### config.mk
export PLATFORM = sky130hd
export DESIGN_NAME = spi_master_cfg
export DESIGN_NICKNAME = d
export VERILOG_FILES = /design/src/rtl/spi_pkg.sv /design/src/rtl/spi_clk_gen.sv /design/src/rtl/spi_master_cfg.sv
export SDC_FILE = /design/constraint.sdc
export NUM_CORES = 1
export LEC_CHECK = 0
export CAP_MARGIN = 25
export CELL_PAD_IN_SITES_DETAIL_PLACEMENT = 0
export CELL_PAD_IN_SITES_GLOBAL_PLACEMENT = 1
export CORE_ASPECT_RATIO = 1.75
export CORE_MARGIN = 1
export CORE_UTILIZATION = 39
export DETAILED_ROUTE_END_ITERATION = 8
export GPL_TIMING_DRIVEN = 0
export PLACE_DENSITY_LB_ADDON = 0.1
export SLEW_MARGIN = 20
export SYNTH_ARGS = -nofsm -noshare
export SYNTH_HDL_FRONTEND = slang
export SYNTH_SLANG_ARGS = --single-unit
export TNS_END_PERCENT = 20
### constraint.sdc
create_clock -name clk -period 2.13 [get_ports clk]
set_input_delay 0.426 -clock clk [delete_from_list [all_inputs] [get_ports clk]]
set_output_delay 0.426 -clock clk [all_outputs]
set_load 0.05 [all_outputs]
### src/rtl/spi_pkg.sv
// -----------------------------------------------------------------------------
// spi_pkg
// Types and constants shared by the SPI master and its testbench.
//   spi_state_e : transfer phases (IDLE, LEAD, XFER, TRAIL)
//   MODE0..3    : {CPOL,CPHA} encodings for the mode input
//   cs_width()  : width of the chip-select index (at least one bit)
// -----------------------------------------------------------------------------
package spi_pkg;

    typedef enum logic [1:0] {
        ST_IDLE  = 2'd0,
        ST_LEAD  = 2'd1,
        ST_XFER  = 2'd2,
        ST_TRAIL = 2'd3
    } spi_state_e;

    // {CPOL,CPHA}
    localparam logic [1:0] MODE0 = 2'b00;
    localparam logic [1:0] MODE1 = 2'b01;
    localparam logic [1:0] MODE2 = 2'b10;
    localparam logic [1:0] MODE3 = 2'b11;

    function automatic int cs_width(input int num_cs);
        return (num_cs > 1) ? $clog2(num_cs) : 1;
    endfunction

endpackage

### src/rtl/spi_clk_gen.sv
// -----------------------------------------------------------------------------
// spi_clk_gen
// Half-period timer for the SPI master. The divider is latched on load_i;
// while en_i is high the counter runs and tick_o pulses for one clk cycle at
// the end of every half-period of div_i+1 cycles.
// Ports:
//   clk    : system clock, rising edge
//   rst_ni : asynchronous active-low reset
//   load_i : latch div_i and restart the count
//   div_i  : half-period length minus one
//   en_i   : count enable (high while a transfer is in progress)
//   tick_o : one-cycle pulse on the last cycle of each half-period
// -----------------------------------------------------------------------------
module spi_clk_gen #(
    parameter int DIV_WIDTH = 8
) (
    input  logic                 clk,
    input  logic                 rst_ni,
    input  logic                 load_i,
    input  logic [DIV_WIDTH-1:0] div_i,
    input  logic                 en_i,
    output logic                 tick_o
);

    logic [DIV_WIDTH-1:0] div_q;
    logic [DIV_WIDTH-1:0] cnt_q;

    assign tick_o = en_i && (cnt_q == div_q);

    // NOTE: sequential state uses non-blocking (<=) so every flop samples
    // pre-edge values regardless of statement order.
    always_ff @(posedge clk or negedge rst_ni) begin
        if (!rst_ni) begin
            div_q <= '0;
            cnt_q <= '0;
        end else if (load_i) begin
            div_q <= div_i;
            cnt_q <= '0;
        end else if (en_i) begin
            cnt_q <= tick_o ? '0 : cnt_q + 1'b1;
        end else begin
            cnt_q <= '0;
        end
    end

endmodule

### src/rtl/spi_master_cfg.sv
// -----------------------------------------------------------------------------
// spi_master_cfg
// Single-word SPI master with runtime mode, divider and chip-select choice.
// A start in IDLE captures data_in/cs_sel/mode/div, then the block walks
// LEAD (CS low, SCK idle) -> XFER (2*DATA_WIDTH SCK half-periods) -> TRAIL,
// and returns to IDLE with a one-cycle done pulse and data_out updated.
// Ports:
//   clk, rst          : clock (rising edge), asynchronous active-low reset
//   start             : transfer request, only looked at in IDLE
//   data_in           : word to transmit
//   cs_sel            : slave index; values >= NUM_CS assert no chip select
//   mode              : {CPOL,CPHA}
//   div               : SCK half-period = div+1 clk cycles
//   miso / mosi, sck  : serial lines
//   cs_n              : active-low chip selects
//   data_out          : last received word
//   busy, done        : transfer in progress / one-cycle completion pulse
// Build option: SPI_MASTER_LSB_FIRST_EN adds input lsb_first (captured at
// start) selecting LSB-first order in both directions; otherwise MSB first.
// -----------------------------------------------------------------------------
module spi_master_cfg
    import spi_pkg::*;
#(
    parameter int DATA_WIDTH = 16,
    parameter int NUM_CS     = 4,
    parameter int DIV_WIDTH  = 8
) (
    input  logic                          clk,
    input  logic                          rst,
    input  logic                          start,
    input  logic [DATA_WIDTH-1:0]         data_in,
    input  logic [cs_width(NUM_CS)-1:0]   cs_sel,
    input  logic [1:0]                    mode,
    input  logic [DIV_WIDTH-1:0]          div,
    input  logic                          miso,
`ifdef SPI_MASTER_LSB_FIRST_EN
    input  logic                          lsb_first,
`endif
    output logic                          mosi,
    output logic                          sck,
    output logic [NUM_CS-1:0]             cs_n,
    output logic [DATA_WIDTH-1:0]         data_out,
    output logic                          busy,
    output logic                          done
);

    localparam int HALF_W = $clog2(2 * DATA_WIDTH);
    localparam logic [HALF_W-1:0] LAST_HALF = HALF_W'(2 * DATA_WIDTH - 1);

    spi_state_e            state_q;
    logic [DATA_WIDTH-1:0] tx_q;
    logic [DATA_WIDTH-1:0] rx_q;
    logic [DATA_WIDTH-1:0] data_out_q;
    logic [HALF_W-1:0]     half_q;
    logic [NUM_CS-1:0]     cs_n_q;
    logic                  cpha_q;
    logic                  lsb_q;
    logic                  sck_q;
    logic                  mosi_q;
    logic                  done_q;

    logic [NUM_CS-1:0]     cs_n_d;
    logic [DATA_WIDTH-1:0] rx_d;
    logic                  lsb_in;
    logic                  accept;
    logic                  tick;
    logic                  sample_edge;
    logic                  last_half;

`ifdef SPI_MASTER_LSB_FIRST_EN
    assign lsb_in = lsb_first;
`else
    assign lsb_in = 1'b0;
`endif

    // Bit that goes on the wire next, and the word with that bit consumed.
    function automatic logic lead_bit(input logic [DATA_WIDTH-1:0] w, input logic lsb);
        return lsb ? w[0] : w[DATA_WIDTH-1];
    endfunction

    function automatic logic [DATA_WIDTH-1:0] shift_word(input logic [DATA_WIDTH-1:0] w,
                                                         input logic lsb);
        return lsb ? (w >> 1) : (w << 1);
    endfunction

    assign busy   = (state_q != ST_IDLE);
    assign accept = (state_q == ST_IDLE) && start;

    // Even half-periods end in a leading edge. CPHA=0 samples on leading
    // edges, CPHA=1 on trailing edges; the other edge shifts mosi.
    assign sample_edge = ~half_q[0] ^ cpha_q;
    assign last_half   = (half_q == LAST_HALF);

    assign rx_d = lsb_q ? {miso, rx_q[DATA_WIDTH-1:1]} : {rx_q[DATA_WIDTH-2:0], miso};

    // NOTE: give every always_comb output a default before any condition so
    // no path leaves it unassigned (which would infer a latch).
    always_comb begin
        cs_n_d = '1;
        for (int i = 0; i < NUM_CS; i++) begin
            if (int'(cs_sel) == i) cs_n_d[i] = 1'b0;
        end
    end

    spi_clk_gen #(
        .DIV_WIDTH (DIV_WIDTH)
    ) u_clk_gen (
        .clk    (clk),
        .rst_ni (rst),
        .load_i (accept),
        .div_i  (div),
        .en_i   (busy),
        .tick_o (tick)
    );

    always_ff @(posedge clk or negedge rst) begin
        if (!rst) begin
            state_q    <= ST_IDLE;
            tx_q       <= '0;
            rx_q       <= '0;
            data_out_q <= '0;
            half_q     <= '0;
            cs_n_q     <= '1;
            cpha_q     <= 1'b0;
            lsb_q      <= 1'b0;
            sck_q      <= 1'b0;
            mosi_q     <= 1'b0;
            done_q     <= 1'b0;
        end else begin
            done_q <= 1'b0;
            case (state_q)
                ST_IDLE: begin
                    if (start) begin
                        cpha_q  <= mode[0];
                        lsb_q   <= lsb_in;
                        sck_q   <= mode[1];
                        cs_n_q  <= cs_n_d;
                        half_q  <= '0;
                        state_q <= ST_LEAD;
                        // CPHA=0 needs the first bit valid before the first edge.
                        if (!mode[0]) begin
                            mosi_q <= lead_bit(data_in, lsb_in);
                            tx_q   <= shift_word(data_in, lsb_in);
                        end else begin
                            tx_q   <= data_in;
                        end
                    end
                end
                ST_LEAD: begin
                    if (tick) state_q <= ST_XFER;
                end
                ST_XFER: begin
                    if (tick) begin
                        sck_q  <= ~sck_q;
                        half_q <= half_q + 1'b1;
                        if (sample_edge) begin
                            rx_q <= rx_d;
                        end else if (!(last_half && !cpha_q)) begin
                            // The final CPHA=0 trailing edge has no bit left to
                            // present, so mosi keeps the last bit.
                            mosi_q <= lead_bit(tx_q, lsb_q);
                            tx_q   <= shift_word(tx_q, lsb_q);
                        end
                        if (last_half) state_q <= ST_TRAIL;
                    end
                end
                ST_TRAIL: begin
                    if (tick) begin
                        cs_n_q     <= '1;
                        data_out_q <= rx_q;
                        done_q     <= 1'b1;
                        state_q    <= ST_IDLE;
                    end
                end
                default: state_q <= ST_IDLE;
            endcase
        end
    end

    assign sck      = sck_q;
    assign mosi     = mosi_q;
    assign cs_n     = cs_n_q;
    assign data_out = data_out_q;
    assign done     = done_q;

endmodule

== Yosys cells after proc, flatten, opt, wreduce, memory -nomap -nowiden ==
Index checks and enable logic that the tools add are counted.

* Register bits after elaboration: 79

* Add/subtract/negate cells: 2
* Eq/ne operators: 16
* Muxes and demuxes: 36
* Bitwise logic cells: 3
* Reductions and logical operators: 17

{| class="wikitable"
|+ Operators by type and width
! kind !! count
|-
| 16-bit 2-to-1 mux || 5
|-
| 16-bit case mux with 2 select lines || 1
|-
| 8-bit 2-to-1 mux || 3
|-
| 1-bit 2-to-1 mux || 13
|-
| 2-bit 2-to-1 mux || 5
|-
| 5-bit 2-to-1 mux || 2
|-
| 2-bit inequality test (second input constant) || 5
|-
| 5-bit case mux with 2 select lines || 1
|-
| 5-bit AND reduction || 2
|-
| 3-bit AND reduction || 3
|-
| 8-bit by 1-bit adder with 8-bit output (second input constant) || 1
|-
| 2-bit equality test (second input constant) || 4
|-
| 8-bit equality test || 1
|-
| 4-bit 2-to-1 mux || 2
|-
| 2-bit case mux with 4 select lines || 1
|-
| 4-bit case mux with 2 select lines || 1
|-
| 2-bit by 1-bit inequality test with 1-bit output (second input constant) || 3
|-
| 6-bit AND reduction || 1
|-
| 2-bit nonzero test || 3
|-
| 5-bit by 1-bit adder with 5-bit output (second input constant) || 1
|-
| 5-bit equality test (second input constant) || 1
|-
| 2-bit by 1-bit equality test with 1-bit output (second input constant) || 2
|-
| 2-bit zero test || 2
|-
| 1-bit case mux with 2 select lines || 2
|-
| other kinds (5) || 9
|}

== Longest topological paths before layout ==
Gate-level depths: netlist (run 1).

* Depth in word-level cells: 6
* Gate-level depth with buffers: 9
* Mapped depth without buffers: 7

== Hierarchy ==
A second synthesis (run 1) with hierarchy kept.

* Cell total of the unflattened synthesis: 332
* Area total of the unflattened synthesis: 3,774.9 µm²

{| class="wikitable"
|+ By module, submodules not included
! module !! times used !! cells an instance !! area each (µm²) !! sequential area each (µm²)
|-
| spi_master_cfg || 1 || 267 || 2,962.8 || 1,581.5
|-
| spi_clk_gen || 1 || 65 || 812.0 || 400.4
|}

== Least setup slack after synthesis (run 1) ==
OpenSTA, ideal clock, no wires.

* Kind: register to register
* From: register state_q[0]
* To: register rx_q[10]
* Library setup time: 0.125 ns
* Arrival: 2.123 ns
* Data required time: 2.005 ns
* Setup slack: -0.118 ns
* Stages on the path, launching flop included: 9
* Path buffers: 2
* Clock period less this slack: 2.248 ns
* Cell sequence: dfrtp_1 inv_1 ha_1 clkbuf_1 nor3_1 nand3_4 nor3_4 buf_8 mux2_2

* Cells in the longest elaborated chain, start to end: 3
* Elaborated cells on any way between the ends: 4
* Those cells by class: eq/ne (1); reduce/logical (3)

{| class="wikitable"
|+ RTL lines
! what !! RTL line !! RTL
|-
| start: declaration || spi_master_cfg.sv:50 || <nowiki>spi_state_e state_q;</nowiki>
|-
| start signal: assignment || spi_master_cfg.sv:118 || <nowiki>state_q <= ST_IDLE;</nowiki>
|-
| start signal: assignment || spi_master_cfg.sv:139 || <nowiki>state_q <= ST_LEAD;</nowiki>
|-
| start signal: assignment || spi_master_cfg.sv:150 || <nowiki>if (tick) state_q <= ST_XFER;</nowiki>
|-
| 2-bit nonzero test || spi_master_cfg.sv:86 || <nowiki>assign busy = (state_q != ST_IDLE);</nowiki>
|-
| 1-bit logical AND || spi_clk_gen.sv:28 || <nowiki>assign tick_o = en_i && (cnt_q == div_q);</nowiki>
|-
| 3-bit AND reduction (no source line) * || - ||
|-
| end signal: assignment || spi_master_cfg.sv:157 || <nowiki>rx_q <= rx_d;</nowiki>
|-
| end: declaration || spi_master_cfg.sv:52 || <nowiki>logic [DATA_WIDTH-1:0] rx_q;</nowiki>
|}

Mark *: on every way between the ends. The rest lies on a longest branch, timed or not.
A chain may end at the register's enable or synchronous reset.

== Worst setup path after layout (run 1) ==
* From: register cs_n_q[1] (netlist: cs_n[1])
* To: output cs_n[1]

{| class="wikitable"
|+ RTL lines
! what !! RTL line !! RTL
|-
| start: declaration || spi_master_cfg.sv:55 || <nowiki>logic [NUM_CS-1:0] cs_n_q;</nowiki>
|-
| start signal: assignment || spi_master_cfg.sv:137 || <nowiki>cs_n_q <= cs_n_d;</nowiki>
|-
| end: declaration || spi_master_cfg.sv:41 || <nowiki>output logic [NUM_CS-1:0] cs_n,</nowiki>
|}

No word-level cell between the ends.

==> key figures, run 1 <==
Routing
  • Total Wirelength: a little under 8000 µm
  • Drt wl/cell: ~15 µm
  • Vias: between 2,000 and 3,000
  • Detailed Routing Iterations Pass 1: 4
  • First-iteration detailed-routing DRC count: 87
  • Routed vias/inst: 5.04
  • Antenna-violating nets left: 0
  • # DRC: 0

CTS
  • CTS buffer count: 9
  • Hold_buf cts: 0
  • Skew-Pair Late Insertion Delay: between 0.3 and 0.4 ns
  • Root buffer cell: clkbuf_16
  • CTS sink count: slightly below 80
  • CTS H-tree lvls: 3
  • Clk pin slew, worst setup/hold paths: roughly 0.060 ns
  • CTS tree: yes
  • Longest Clk Path Bufs: 2

Synthesis
  • Netlist cell types: 44
  • Sequential share of the synthesized area: 52.7%
  • Most used flip-flop cell after synthesis: dfrtp_1
  • Post-Syn Instances: 314
  • Avg Synthesized Cell Area: 12.0 µm²
  • EDFF count, synth: 0
  • Syn_nets: between 300 and 400
  • Post-synthesis register bit count: 79
  • Yosys warning total: 0
  • Mapped Area: about 3800 µm²
  • Asr flop ratio synth: 100%

Place
  • Routability cong.: between 0.7 and 0.8
  • Dpl hpwl: between 5000 and 6000 µm
  • Port bufs: 54
  • Cells after DPL: just under 500

Global route
  • First-pass GRT wire length: 12,800 µm
  • Vias in the first global route: between 2,000 and 3,000
  • GRT Util Overall: 16.3%
  • Largest net degree at the start of global routing: about 40
  • Grt ovf: 0
  • Initial antenna violation count: 0

Worst setup path
  • Crit path cell chain: clkdlybuf4s50_1
  • CP startpoint kind: flip-flop
  • Req. time, crit path: 1.70 ns
  • Arrival @ worst endpoint: between 1.5 and 2 ns
  • Critical path class: flip-flop to output pin
  • Crit-path slowest cell: clkdlybuf4s50_1
  • Setup crit end kind: output pin
  • CP bufs+invs: 1
  • Kind of cell adding the most delay to the critical path: buffers and inverters
  • Max incr delay on CP: approximately 0.8 ns
  • Worst-path maximum fanout: 3

Floorplan
  • DIE WIDTH: around 76 µm
  • Die ar.: between 10,000 and 15,000 µm²
  • Placeable Area: ~9400 µm²
  • Num rows: 47
  • Starting Density: about two fifths
  • Die Height: 132 µm
  • I/O pins: 56

Cells and area
  • Fillers: 876
  • Layout cells sized above 1: about 29%
  • Fin nets: ~430
  • N_diodes: 0
  • Most frequent cells in the layout: 73 x dfrtp_1, 52 x clkdlybuf4s50_1, 47 x nand2_1
  • Most common cell after layout, fill and taps aside: dfrtp_1
  • Non-Filler Instances: 520
  • Post-layout util: between 50% and 60%
  • Layout area overhead: 30.9%

Power
  • Power Density: 1170 nW/µm²
  • Pint: 3.70 mW
  • Sw Pwr: between 2 and 2.5 mW
  • Reg power frac: between 30% and 40%
  • Clock Power Share: about a quarter
  • Leakage: between 2 and 2.5 nW
  • Comb power frac: a little under two fifths
  • Switching Share: between 30% and 40%
  • Maximum vdd drop: between 0.6 and 0.7 mV

STA
  • Final hold violations: 0
  • Rel. slew slack: between 50% and 60%
  • Min Tclk post-route: roughly 2.1 ns
  • Max Fclk: approximately 480 MHz
  • Total negative slack: 0 ns
  • Final Skew: about 0.0069 ns
  • Worst slew pin tran: between 0.7 and 0.8 ns
  • Max-slew violation count: 0
  • # setup viols final: 0
  • Tcrit/Tclk final: 98.2%
  • RSZ-0062 raised after global routing: true

Worst hold path
  • Tightest Hold Check Type: primary input to async pin

Outcome
  • Outcome: finished, final reports clean

Job
  • Max-Cap Viols: 0
## cells by family after synthesis
kind of cell               share of synthesized area [%]
muxes                                               16.1
buffers and inverters                               3.53
adders and majority gates                           2.66
and+or+nand+nor                                     11.9
AOI/OAI and AO/OA                                   9.61
xor gates and xnor gates                            3.49
DFF                                                 52.7
## layout make-up
cell class	count	area (µm²)	share of cell area, %
sequential	79	1980	40.3
multi-input combinational	212	1690	34.2
timing repair buffer	69	682	13.9
clock buffer	11	243	4.93
tap	122	153	3.10
buffer	15	114	2.31
clock inverter	5	31.3	0.635
inverter	7	30.0	0.610
## worst paths after layout
path | startpoint | to | slack, ns | cells after the start
min in group clk | u_clk_gen.cnt_q[0]$_DFF_PN0_ | u_clk_gen.cnt_q[0]$_DFF_PN0_ | 0.47 | 1
max in group asynchronous | rst | u_clk_gen.cnt_q[4]$_DFF_PN0_ | 1.45 | 2
max reg2reg | u_clk_gen.cnt_q[0]$_DFF_PN0_ | rx_q[14]$_DFFE_PN0P_ | 0.04 | 7
min | rst | data_out[3]$_DFFE_PN0P_ | 0.07 | 1
max | cs_n[1]$_DFFE_PN1P_ | cs_n[1] | 0.04 | 1
min reg2reg | u_clk_gen.cnt_q[0]$_DFF_PN0_ | u_clk_gen.cnt_q[0]$_DFF_PN0_ | 0.47 | 1
## per-layer routing
metal,global-route usage (%),routed length [µm]
met5,0,0
met2,28.1,4150
met3,2.70,224
met1,19.2,3170
met4,8.65,175
## registers in the layout, summed over array words and instances (netlist names), 2 cells and up
register	cells
data_out	16
rx_q	16
tx_q	16
u_clk_gen.cnt_q	8
u_clk_gen.div_q	8
half_q	5
cs_n	4
state_q	2
## metrics by stage
step	total power [mW]	cell area (µm²)	hold WS (ns)	setup slack, ns
floorplan	3.63	3770	0.130	0.0196
global route	6.13	4920	0.110	-0.0752
global placement	4.16	4460	0.480	-2.30
detailed placement	4.19	4480	0.448	-0.348
CTS	5.72	4810	0.0832	-0.00755
finish	5.77	4920	0.0701	0.0375
## Yosys cell counts (all sizes together) (2+ instances only)
cell type,instances,share of area [%]
a21oi,7,0.93
and3,4,0.70
buf,10,2.2
clkbuf,6,0.60
dfrtp,75,50
dfstp,4,2.8
ha,8,2.7
inv,7,0.70
mux2,36,11
mux2i,20,5.3
nand2,48,5.0
nand3,5,1.3
nand3b,2,0.40
nor2,17,1.7
nor2b,2,0.33
nor3,3,0.70
o21ai,13,1.7
o221a,15,4.5
o2bb2ai,2,0.47
xnor2,3,0.70
xor2,12,2.8
## timing repair
| item | 4_1_cts | 5_1_grt |
|---|---|---|
| cloned | 0 | 1 |
| resized for setup | 12 | 8 |
| pin swaps | 3 | 2 |
| setup endpoints to repair | 56 | 40 |
| setup buffers | 4 | 9 |
## power groups by stage
stage / Sequential [mW] / Clock [mW] / Combinational [mW]
after global routing: 2.23 / 1.52 / 2.38
after detailed placement: 2.22 / 0 / 1.97
after floorplan: 2.36 / 0 / 1.27
final: 2.18 / 1.43 / 2.16
after CTS: 2.20 / 1.46 / 2.06
after global placement: 2.22 / 0 / 1.94
(Power assumes the default switching activity.)
==> inputs of run 2 (changes only) <==
--- a/config.mk
+++ b/config.mk
@@ -13,7 +13,7 @@
 export CORE_UTILIZATION = 39
 export DETAILED_ROUTE_END_ITERATION = 8
 export GPL_TIMING_DRIVEN = 0
-export PLACE_DENSITY_LB_ADDON = 0.1
+export PLACE_DENSITY_LB_ADDON = 0.2
 export SLEW_MARGIN = 20
 export SYNTH_ARGS = -nofsm -noshare
 export SYNTH_HDL_FRONTEND = slang
==> run 2 against run 1 <==
Effect of this change:
- via count decreased by 1.1%
- sequential cell count unchanged
- clock power decreased by 4%
- final cell count decreased by 0.58%
- sequential share of layout area increased by 0.29 points
- count of clock-buffer cells in the layout unchanged
- non-clock buffer count decreased by 2
- routed wire length decreased by 7.8%
- critical endpoint is now cs_n[3]
- largest power group unchanged
- highest routed layer unchanged
==> key figures, run 2 (synthesized netlist as in run 1, its figures left out) <==
STA
  • Final hold violations: 0
  • Final Skew: roughly 0.007 ns
  • Max-slew violation count: 0
  • Worst hold slack: roughly 0.027 ns
  • RSZ-0062 raised after global routing: true
  • Rel. slew slack: 59.1%
  • # setup viols final: 0
  • Min Tclk post-route: roughly 2.1 ns
  • Worst slew pin tran: 0.613 ns
  • Post-route worst setup slack: around 0.044 ns
  • Tcrit/Tclk final: a little over nine tenths
  • Max Fclk: 479 MHz
  • Total negative slack: 0 ns

Floorplan
  • Die ar.: roughly 10,000 µm²
  • DIE WIDTH: roughly 76 µm
  • Die Height: around 130 µm
  • I/O pins: 56
  • Num rows: between 40 and 50
  • Placeable Area: roughly 9400 µm²
  • Starting Density: around 40%

CTS
  • CTS buffer count: 9
  • Root buffer cell: clkbuf_16
  • Longest Clk Path Bufs: 2
  • Clk pin slew, worst setup/hold paths: 0.06 ns
  • CTS tree: yes
  • CTS H-tree lvls: 3
  • Skew-Pair Late Insertion Delay: roughly 0.33 ns
  • Hold_buf cts: 0
  • CTS sink count: ~80

Routing
  • Total Wirelength: about 7100 µm
  • # DRC: 0
  • Vias: 2,592
  • First-iteration detailed-routing DRC count: 89
  • Routed vias/inst: 5.01
  • Drt wl/cell: ~14 µm
  • Antenna-violating nets left: 0
  • Detailed Routing Iterations Pass 1: 4

Worst setup path
  • Worst Reg-to-Reg Cells: 8
  • Worst r2r src: u_clk_gen.cnt_q[4]$_DFF_PN0_
  • Setup crit end kind: output pin
  • Critical path class: flip-flop to output pin
  • Critical path launch point: cs_n[3]$_DFFE_PN1P_
  • Kind of cell adding the most delay to the critical path: buffers and inverters
  • Crit path cell chain: clkdlybuf4s50_1
  • Arrival @ worst endpoint: around 1.7 ns
  • Worst-path maximum fanout: 3
  • Req. time, crit path: 1.70 ns
  • Max incr delay on CP: between 0.7 and 0.8 ns
  • Worst setup endpoint: cs_n[3]
  • CP startpoint kind: flip-flop
  • R2R Path End: tx_q[15]$_DFFE_PN0P_
  • Crit-path slowest cell: clkdlybuf4s50_1
  • Critical Path Stages: 1
  • CP bufs+invs: 1
  • Setup slack, reg-to-reg: 0.05 ns

Cells and area
  • Non-Filler Instances: 517
  • Layout cells sized above 1: around 29%
  • Most frequent cells in the layout: 72 x dfrtp_1, 50 x clkdlybuf4s50_1, 47 x nand2_1
  • Fin nets: 431
  • Most common cell after layout, fill and taps aside: dfrtp_1
  • N_diodes: 0
  • Layout area overhead: 30.0%

Place
  • Cells after DPL: between 400 and 500
  • Port bufs: 54
  • Place WS: -0.262 ns
  • Dpl hpwl: 5180 µm
  • Routability cong.: a little over 0.7

Power
  • Leakage: about 2.3 nW
  • Pwr Total: ~5.7 mW
  • Power Density: 1160 nW/µm²
  • Maximum vdd drop: roughly 0.66 mV

Global route
  • Initial antenna violation count: 0
  • Grt ovf: 0
  • Vias in the first global route: between 2,000 and 3,000
  • Largest net degree at the start of global routing: just over 50
  • First-pass GRT wire length: 12,300 µm
  • GRT Util Overall: 15.5%

Worst hold path
  • Tightest Hold Check Type: primary input to async pin

Outcome
  • Outcome: finished, final reports clean

Job
  • Max-Cap Viols: 0
[run 2: worst min path at each step]
stage	end	slack (ns)	cells past startpoint	startpoint
final	data_out[3]$_DFFE_PN0P_	0.03	1	rst
after global routing	data_out[3]$_DFFE_PN0P_	0.05	1	rst
after CTS	data_out[3]$_DFFE_PN0P_	0.04	1	rst
after detailed placement	data_out[3]$_DFFE_PN0P_	0.39	1	rst
after global placement	half_q[2]$_DFFE_PN0P_	0.47	1	half_q[2]$_DFFE_PN0P_
after floorplan	cpha_q$_DFFE_PN0P_	0.13	0	rst
[run 2: power by group]
| group | internal (mW) | total, mW | switching (mW) |
|---|---|---|---|
| Combinational | 0.951 | 2.11 | 1.16 |
| Sequential | 1.91 | 2.21 | 0.292 |
| Clock | 0.807 | 1.37 | 0.563 |
| Total | 3.67 | 5.69 | 2.02 |
[run 2: per-layer routing]
layer	wire length, µm	global-route usage, %	vias up
li1	-	-	1268
met1	2990	18.5	1252
met2	3750	26.2	61
met3	236	3.60	11
met4	147	7.37	0
met5	0	0	-
[run 2: layout make-up]
class / count / area, µm²
Clock buffer: 11 / 243
Tap cell: 122 / 153
Multi-Input combinational cell: 212 / 1680
Inverter: 7 / 30.0
Buffer: 15 / 108
Sequential cell: 79 / 1990
Fill cell: 868 / 4520
Clock inverter: 4 / 22.5
Timing Repair Buffer: 67 / 666
[run 2: repair_timing]
action / 4_1_cts / 5_1_grt
pin swaps: 3 / 1
setup buffers: 4 / 8
endpoints found under the setup margin: 56 / 48
endpoints found under the hold margin: 0 / 0
gates resized for setup: 6 / 18
cloned: 0 / 0
[run 2: stage by stage]
stage / instance area, µm² / util, %
after global routing: 4890 / 52.0
after global placement: 4460 / 47.4
after detailed placement: 4480 / 47.7
after floorplan: 3770 / -
after CTS: 4780 / 50.8
final: 4890 / 52.0
==> inputs of run 3 (changes only) <==
--- a/config.mk
+++ b/config.mk
@@ -10,7 +10,7 @@
 export CELL_PAD_IN_SITES_GLOBAL_PLACEMENT = 1
 export CORE_ASPECT_RATIO = 1.75
 export CORE_MARGIN = 1
-export CORE_UTILIZATION = 39
+export CORE_UTILIZATION = 47
 export DETAILED_ROUTE_END_ITERATION = 8
 export GPL_TIMING_DRIVEN = 0
 export PLACE_DENSITY_LB_ADDON = 0.2
==> constraint.sdc (replaced) <==
create_clock -name clk -period 2.6 [get_ports clk]
set_input_delay 0.52 -clock clk [delete_from_list [all_inputs] [get_ports clk]]
set_output_delay 0.52 -clock clk [all_outputs]
set_load 0.05 [all_outputs]
==> run 3 against run 2 <==
Effect of this change:
- count of clock-buffer cells in the layout decreased by 1
- sequential power is 18% lower
- setup slack better by 0.14 ns
- hold slack gained 0.046 ns
- critical endpoint is now busy
- largest power group unchanged
- highest routed layer unchanged
==> key figures, run 3 (synthesized netlist as in run 1, its figures left out) <==
Power
  • Leakage: roughly 2.2 nW
  • Pwr Total: approximately 4.7 mW
  • Maximum vdd drop: between 0.6 and 0.7 mV
  • Power Density: 991 nW/µm²

Floorplan
  • Die Height: around 120 µm
  • Starting Density: 49.0%
  • Die ar.: around 8400 µm²
  • I/O pins: 56
  • DIE WIDTH: slightly below 70 µm
  • Num rows: 42
  • Placeable Area: 7670 µm²

Cells and area
  • Layout cells sized above 1: between 20% and 30%
  • Multi-input gate area: between 1500 and 2000 µm²
  • Fin nets: 420
  • Fillers: between 600 and 700
  • Most common cell after layout, fill and taps aside: dfrtp_1
  • Layout area overhead: 26.6%
  • Design area: between 4000 and 5000 µm²
  • Register area: ~2000 µm²
  • Most frequent cells in the layout: 75 x dfrtp_1, 52 x clkdlybuf4s50_1, 47 x nand2_1
  • N_diodes: 0

Worst setup path
  • Worst-path maximum fanout: 9
  • Max incr delay on CP: 0.53 ns
  • Critical path class: flip-flop to output pin
  • Crit path cell chain: inv_1 > ha_1 > clkbuf_1 > inv_1 > dlygate4sd2_1
  • Req. time, crit path: between 2 and 2.5 ns
  • Kind of cell adding the most delay to the critical path: buffers and inverters
  • Arrival @ worst endpoint: ~1.9 ns
  • Crit-path slowest cell: dlygate4sd2_1
  • Setup crit end kind: output pin
  • CP bufs+invs: 4
  • CP startpoint kind: flip-flop
  • Crit path top cell by count: inv_1

Routing
  • Drt wl/cell: between 10 and 15 µm
  • Detailed Routing Iterations Pass 1: 4
  • Vias: ~2,500
  • Routed vias/inst: around 5.3
  • First-iteration detailed-routing DRC count: 95
  • Total Wirelength: approximately 6800 µm
  • Antenna-violating nets left: 0
  • # DRC: 0

CTS
  • Hold_buf cts: 0
  • Clk pin slew, worst setup/hold paths: approximately 0.060 ns
  • Root buffer cell: clkbuf_16
  • CTS buffer count: 9
  • Post-CTS Setup Bufs: 0
  • Post-CTS Resized: 1
  • CTS tree: yes
  • Skew-Pair Late Insertion Delay: approximately 0.34 ns
  • CTS H-tree lvls: 3
  • CTS sink count: ~80
  • Longest Clk Path Bufs: 2

Place
  • Routability cong.: about 0.76
  • Port bufs: 54
  • DP Area: ~4400 µm²
  • Dpl hpwl: 4960 µm

Worst hold path
  • Tightest Hold Check Type: primary input to async pin

Outcome
  • Outcome: finished, final reports clean

STA
  • Final hold violations: 0
  • Worst hold slack: roughly 0.072 ns
  • Rel. slew slack: 56.2%
  • Max Fclk: 414 MHz
  • # setup viols final: 0
  • Worst slew pin tran: ~0.66 ns
  • Min Tclk post-route: roughly 2.4 ns
  • Max-slew violation count: 0
  • Tcrit/Tclk final: around 93%
  • Final Skew: between 0.006 and 0.007 ns

Global route
  • GRT Util Overall: 18.1%
  • Grt ovf: 0
  • Largest net degree at the start of global routing: 59
  • First-pass GRT wire length: between 10,000 and 15,000 µm
  • Vias in the first global route: 2,449
  • Initial antenna violation count: 0

Job
  • Max-Cap Viols: 0
[run 3: cell types whose count changed in the layout (fill, tap and decap cells not counted), sizes merged]
cell           before  now
dlymetal6s2s        2    0
inv                 6    7
dlygate4sd2         0    1
clkdlybuf4s15       1    0
clkinvlp            2    0
bufinv              0    2
clkdlybuf4s50      50   52
clkinv              3    4
buf                24   12
[run 3: layer usage]
metal / GRT usage [%] / up-vias / share of wire [%]
li1: - / 1245 / -
met4: 8.00 / 0 / 2.3
met2: 30.5 / 59 / 53
met1: 21.4 / 1214 / 42
met5: 0 / - / 0
met3: 4.92 / 9 / 3.2
[run 3: worst paths after layout]
path                                   startpoint                           end  slack (ns)  depth (start not counted)
max in group asynchronous                     rst  u_clk_gen.cnt_q[2]$_DFF_PN0_        1.95                          2
setup / recovery           state_q[0]$_DFFE_PN0P_                          busy        0.18                          5
min in group clk            half_q[2]$_DFFE_PN0P_         half_q[2]$_DFFE_PN0P_        0.49                          1
hold / removal                                rst           rx_q[2]$_DFFE_PN0P_        0.07                          1
hold reg to reg             half_q[2]$_DFFE_PN0P_         half_q[2]$_DFFE_PN0P_        0.49                          1
setup reg to reg           state_q[0]$_DFFE_PN0P_           rx_q[8]$_DFFE_PN0P_        0.19                          8
[run 3: power by group]
part / switching (mW) / internal, mW / total, mW
clock network: 0.482 / 0.862 / 1.34
logic: 0.893 / 0.679 / 1.57
registers: 0.241 / 1.57 / 1.81
[run 3: worst reg2reg max path, cell delays in order (launching register included)]
cell and delay, ns:
dfrtp_1 0.40, inv_1 0.10, ha_1 0.19, clkbuf_1 0.20, nor3_2 0.31, nand3_4 0.16, nor3_4 0.39, buf_8 0.19
mux2_2 0.34
[run 3: stage by stage]
| step | util (%) | std cells | setup WS, ns | TNS [ns] |
|---|---|---|---|---|
| after floorplan | - | 314 | 0.352 | 0 |
| after global placement | 57.5 | 456 | -1.74 | -133.17 |
| after detailed placement | 57.8 | 457 | 0.0934 | 0 |
| after CTS | 62.0 | 473 | 0.0733 | 0 |
| final | 62.1 | 473 | 0.184 | 0 |
| after global routing | 62.1 | 473 | -0.0147 | -0.0258 |
[run 3: area by class of cell]
cell class / count / area share [%]
Clock inverter: 6 / 1.76
Multi-Input combinational cell: 212 / 34.7
Tap cell: 88 / 2.31
Sequential cell: 79 / 41.6
Timing Repair Buffer: 55 / 11.8
Buffer: 16 / 2.23
Inverter: 7 / 0.552
Clock buffer: 10 / 5.02
==> edit 1: new RTL, config.mk and constraints of run 1 <==
Put one more register stage on the output `data_out`, cleared by the reset. The value now appears one clock later. The other outputs are not delayed to match. Comments in the files are not updated.
--- a/src/rtl/spi_master_cfg.sv
+++ b/src/rtl/spi_master_cfg.sv
@@ -181,5 +181,11 @@
     assign mosi     = mosi_q;
     assign cs_n     = cs_n_q;
-    assign data_out = data_out_q;
+    always_ff @(posedge clk or negedge rst) begin
+        if (!rst) begin
+            data_out <= '0;
+        end else begin
+            data_out <= data_out_q;
+        end
+    end
     assign done     = done_q;
 
Function: same outputs for any inputs over 10 cycles, from zero or initial values and one cycle with rst low; that may be too few to reach the edited logic, so the function may still have changed.
==> edit 1 against run 1 <==
  * Combinational power up 11%
  * Design area up 14%
  * Critical endpoint is now data_out_q[14]
  * Routed wire length up 21%
  * Via count up 12%
  * Power up 12%
  * Largest power group unchanged
  * First-iteration DRC count up 16%
  * Critical path depth up 7
  * Area after synthesis up 15%
  * Clock skew up 4.0 ps
  * Worst setup slack worse by 6.3 ps
  * Sequential cell count up 16
==> edit 1: results (changes against run 1) <==
* Outcome: completed
* Net Count, Synth at 409 (+16%)
* Global-route wire length before repair at 14.7 mm (+14%)
* Worst-path maximum fanout at 17 (+14)
* Drt wl/cell at 16.1 um (+8.2%)
* Post-Synth XOR/XNOR Area at 3.03% (-0.46 points)
* Vias at 2935 (+12%)
* Root buf cell: clkbuf_16
* Worst VDD drop at 0.581 mV (-17%)
* Total GRT Usage at 16.9% (+0.63 points)
* Layout Skew at 10.9 ps (+4.01 ps)
* Sequential area share after synthesis at 55.0% (+2.3 points)
* Dpl ws at -374 ps (-26.6 ps)
* Switching portion of total power at 37.7% (+1.8 points)
* Vias in the first global route at 2965 (+12%)
* CTS Buf Count at 9 (unchanged)
* Hold Path Class: input port to asynchronous set/reset pin
* Rel. slew slack at 56.8% (+4.3 points)
* Bufs on Longest Clock Path at 2 (unchanged)
* Lkg Pwr at 2.70 nW (+18%)
* Yosys warnings at 0 (unchanged)
* Top cells by area, synth: dfrtp_1 53%, mux2i_1 7.6%, mux2_2 6.8%, nand2_1 4.1%, mux2_4 3.5%
* Dpl hpwl at 6.37 mm (+22%)
* Filler Cells Inserted at 1006 (+15%)
* Final #Nets at 487 (+12%)
* Share of post-route cells with drive strength above 1 at 21.9% (-7.0 points)
* Drt first-iter violations at 101 (+16%)
* Initial DRT Pass Iterations at 4 (unchanged)
* Count of different cell masters after synthesis at 39 (-11%)
* GP Congestion at 0.718 (+2.2%)
* Commonest cells in the netlist: 91 x dfrtp_1, 47 x nand2_1, 33 x mux2i_1
* Largest net degree at the start of global routing at 52 (+27%)
* Synth Area in Compound Gates at 9.22% (-0.40 points)
* Post-Synth Adder-Cell Area at 2.31% (-0.35 points)
* Async SR Flop Fraction at 100% (unchanged)
* Mux contribution to synthesized area at 17.9% (+1.8 points)
==> edit 1: timing repair <==
item | CTS | global route
endpoints found under the setup margin | 60 | 35
gates cloned | 0 | 2
gates resized for setup | 21 | 18
pin swaps | 4 | 3
buffers inserted | 7 | 6
==> edit 1: final timing paths <==
| path | from | end | slack [ps] | cells after the start |
|---|---|---|---|---|
| min in group clk | data_out_q[5] | data_out[5] | 370 | 0 |
| max in group asynchronous | rst | rx_q[9] | 1530 | 2 |
| hold / removal | rst | sck | 3 | 1 |
| setup / recovery | state_q[1] | data_out_q[14] | 30 | 8 |
| setup reg to reg | state_q[1] | data_out_q[14] | 30 | 8 |
| hold reg to reg | data_out_q[5] | data_out[5] | 370 | 0 |
==> edit 1: layout make-up <==
class	count	area, um^2	share of cell area (%)
Clock buffer	9	225	4.03
Inverter	10	38.8	0.693
Clock inverter	7	63.8	1.14
Buffer	18	115	2.06
Sequential cell	95	2380	42.6
Tap cell	130	163	2.91
Timing Repair Buffer	70	729	13.0
Multi-Input combinational cell	243	1880	33.5
==> edit 1: cells by family after synthesis <==
group,after synthesis
multiplexers,69
XOR/XNOR,15
adder cells (fa/ha/maj),8
AND/OR/NAND/NOR,85
AO/OA/AOI/OAI,66
buffers and inverters,31
flip-flops,95
==> edit 1: per-stage QoR <==
step,cells,power [W],area [um^2]
2_1_floorplan,369,0.00413,4340
3_3_place_gp,553,0.00477,5040
3_5_place_dp,554,0.00482,5070
4_1_cts,575,0.00650,5450
5_1_grt,582,0.00693,5590
6_report,582,0.00649,5590
==> edit 1: power groups by stage <==
stage | Clock, W | Combinational, W | Sequential, W
final | 0.00156 | 0.00239 | 0.00254
after global routing | 0.00168 | 0.00265 | 0.00259
after global placement | 0 | 0.00220 | 0.00256
after detailed placement | 0 | 0.00224 | 0.00258
after floorplan | 0 | 0.00143 | 0.00270
after CTS | 0.00162 | 0.00235 | 0.00253
==> edit 1: routing by layer <==
layer	wire, um	GRT usage [%]
met5	0	0
met4	185	7.20
met3	309	2.89
met2	4990	29.7
met1	3870	19.7
==> edit 1: critical path, stage by stage, from the launching register on <==
cell and delay [ps]:
dfrtp_1 410, inv_1 120, ha_2 310, nor3_4 70, and3_1 200, buf_6 130, buf_4 130, nand2_4 220
mux2_2 380
==> edit 2: new RTL, flow settings as in run 1 <==
Without the edit above. `DIV_WIDTH` is set to 8 in 2 places; all go to 6.
--- a/src/rtl/spi_clk_gen.sv
+++ b/src/rtl/spi_clk_gen.sv
@@ -13,5 +13,5 @@
 // -----------------------------------------------------------------------------
 module spi_clk_gen #(
-    parameter int DIV_WIDTH = 8
+    parameter int DIV_WIDTH = 6
 ) (
     input  logic                 clk,
--- a/src/rtl/spi_master_cfg.sv
+++ b/src/rtl/spi_master_cfg.sv
@@ -24,5 +24,5 @@
     parameter int DATA_WIDTH = 16,
     parameter int NUM_CS     = 4,
-    parameter int DIV_WIDTH  = 8
+    parameter int DIV_WIDTH  = 6
 ) (
     input  logic                          clk,
Interface: changed (resized div); port bits go from 56 to 54. The function was not compared with the original's and may differ.
==> edit 2 against run 1 <==
  * Routed wire length shrank 9.6%
  * Sequential cell count shrank 4
  * Design area shrank 3.3%
  * Cell count shrank 6.0%
  * Core utilization grew 0.37 points
  * Sequential share of layout area shrank 0.76 points
  * Power grew 8.0%
  * Combinational power grew 12%
  * Area after synthesis shrank 3.4%
  * The run now ends with negative hold slack left
  * Worst setup slack lost 4.7 ps
==> edit 2: results (changes against run 1) <==
* Port Buffer Count at 52 (-3.7%)
* Clock latency on the worst-skew pair at 330 ps
* Mux contribution to synthesized area at 24.0% (+7.9 points)
* Internal cell power at 0.00407 W (+10%)
* Rel. slew slack at 66.4% (+14 points)
* Synth Area in Compound Gates at 7.89% (-1.7 points)
* Dpl ws at -370 ps (-22.3 ps)
* Net Count, Synth at 331 (-6.5%)
* Vias at 2422 (-7.6%)
* Worst r2r dst: tx_q[6]
* Sequential power share at 34.9% (-3.0 points)
* Placed Cells incl. Taps at 466 (-5.1%)
* Setup Buffers After CTS at 3 (-1)
* Post-synthesis cell count at 293 (-6.7%)
* Drt wl/cell at 14.3 um (-3.8%)
* Reg2Reg Depth at 9 (+2)
* Crit-path slowest cell: clkdlybuf4s50_1
* Drt first-iter violations at 110 (+26%)
* Hold Path Class: input port to asynchronous set/reset pin
* Worst VDD drop at 0.563 mV (-19%)
* Initial DRT Pass Iterations at 4 (unchanged)
* Post-Synth XOR/XNOR Area at 1.93% (-1.6 points)
* Layout Cells excl Fill at 489 (-6.0%)
* Clock Pin Slew Worst Setup and Hold Paths at 60 ps (about the same)
* Count of different cell masters after synthesis at 43 (-2.3%)
* Largest net degree at the start of global routing at 53 (+29%)
* Commonest cells in the netlist: 71 x dfrtp_1, 45 x mux2_2, 25 x o21ai_0
* Post-Synth Adder-Cell Area at 2.75% (+0.093 points)
* CTS resizes at 14 (+2)
* Worst setup path endpoint: cs_n[2]
* Lkg Pwr at 2.19 nW (-4.8%)
* WHS at -4.27 ps (-74.4 ps)
* Sequential area share after synthesis at 51.8% (-0.90 points)
* Violated checks: negative hold slack
* Share of post-route cells with drive strength above 1 at 29.8% (+0.92 points)
* Dpl hpwl at 5.00 mm (-4.1%)
* Total GRT Usage at 16.7% (+0.37 points)
* Comb pwr share at 38.8% (+1.4 points)
* Vias in the first global route at 2498 (-5.2%)
* Worst Setup SP: cs_n[2]
* Global-route wire length before repair at 12.0 mm (-6.2%)
* Top cells by area, synth: dfrtp_1 49%, mux2_2 14%, mux2i_1 6.1%, mux2_4 3.7%, o21ai_0 3.4%
* Layout Skew at 4.47 ps (-2.43 ps)
* Flop-to-flop setup slack at 70 ps (+30 ps)
* Final period util at 98.5% (+0.22 points)
* Hold Fails Final Rpt at 10 (+10)
* Outcome: finished with violations
-- edit 2: cell types whose count changed after synthesis, sizes merged, moves of 3 or more --
cell | before | now
nand2 | 48 | 23
mux2 | 36 | 55
o221a | 15 | 1
o21ai | 13 | 25
nor2 | 17 | 10
xor2 | 12 | 5
inv | 7 | 12
dfrtp | 75 | 71
a21oi | 7 | 10
clkbuf | 6 | 3
-- edit 2: metal layers --
layer	wire, um	part of all wire [%]	global-route usage [%]	up-vias
met5	0	0	0	-
met4	134	1.9	7.33	0
met3	199	2.8	3.11	9
li1	-	-	-	1175
met1	3030	43	19.9	1197
met2	3620	52	28.6	41
-- edit 2: final cells by class --
| type | instances | area (um^2) |
|---|---|---|
| plain buffers | 14 | 115 |
| clock buffers | 10 | 239 |
| clock inverters | 6 | 88.8 |
| fillers | 837 | 4280 |
| inverters | 12 | 48.8 |
| multi-input cells | 192 | 1630 |
| flip-flops and latches | 75 | 1880 |
| well taps | 120 | 150 |
| repair buffers | 60 | 609 |
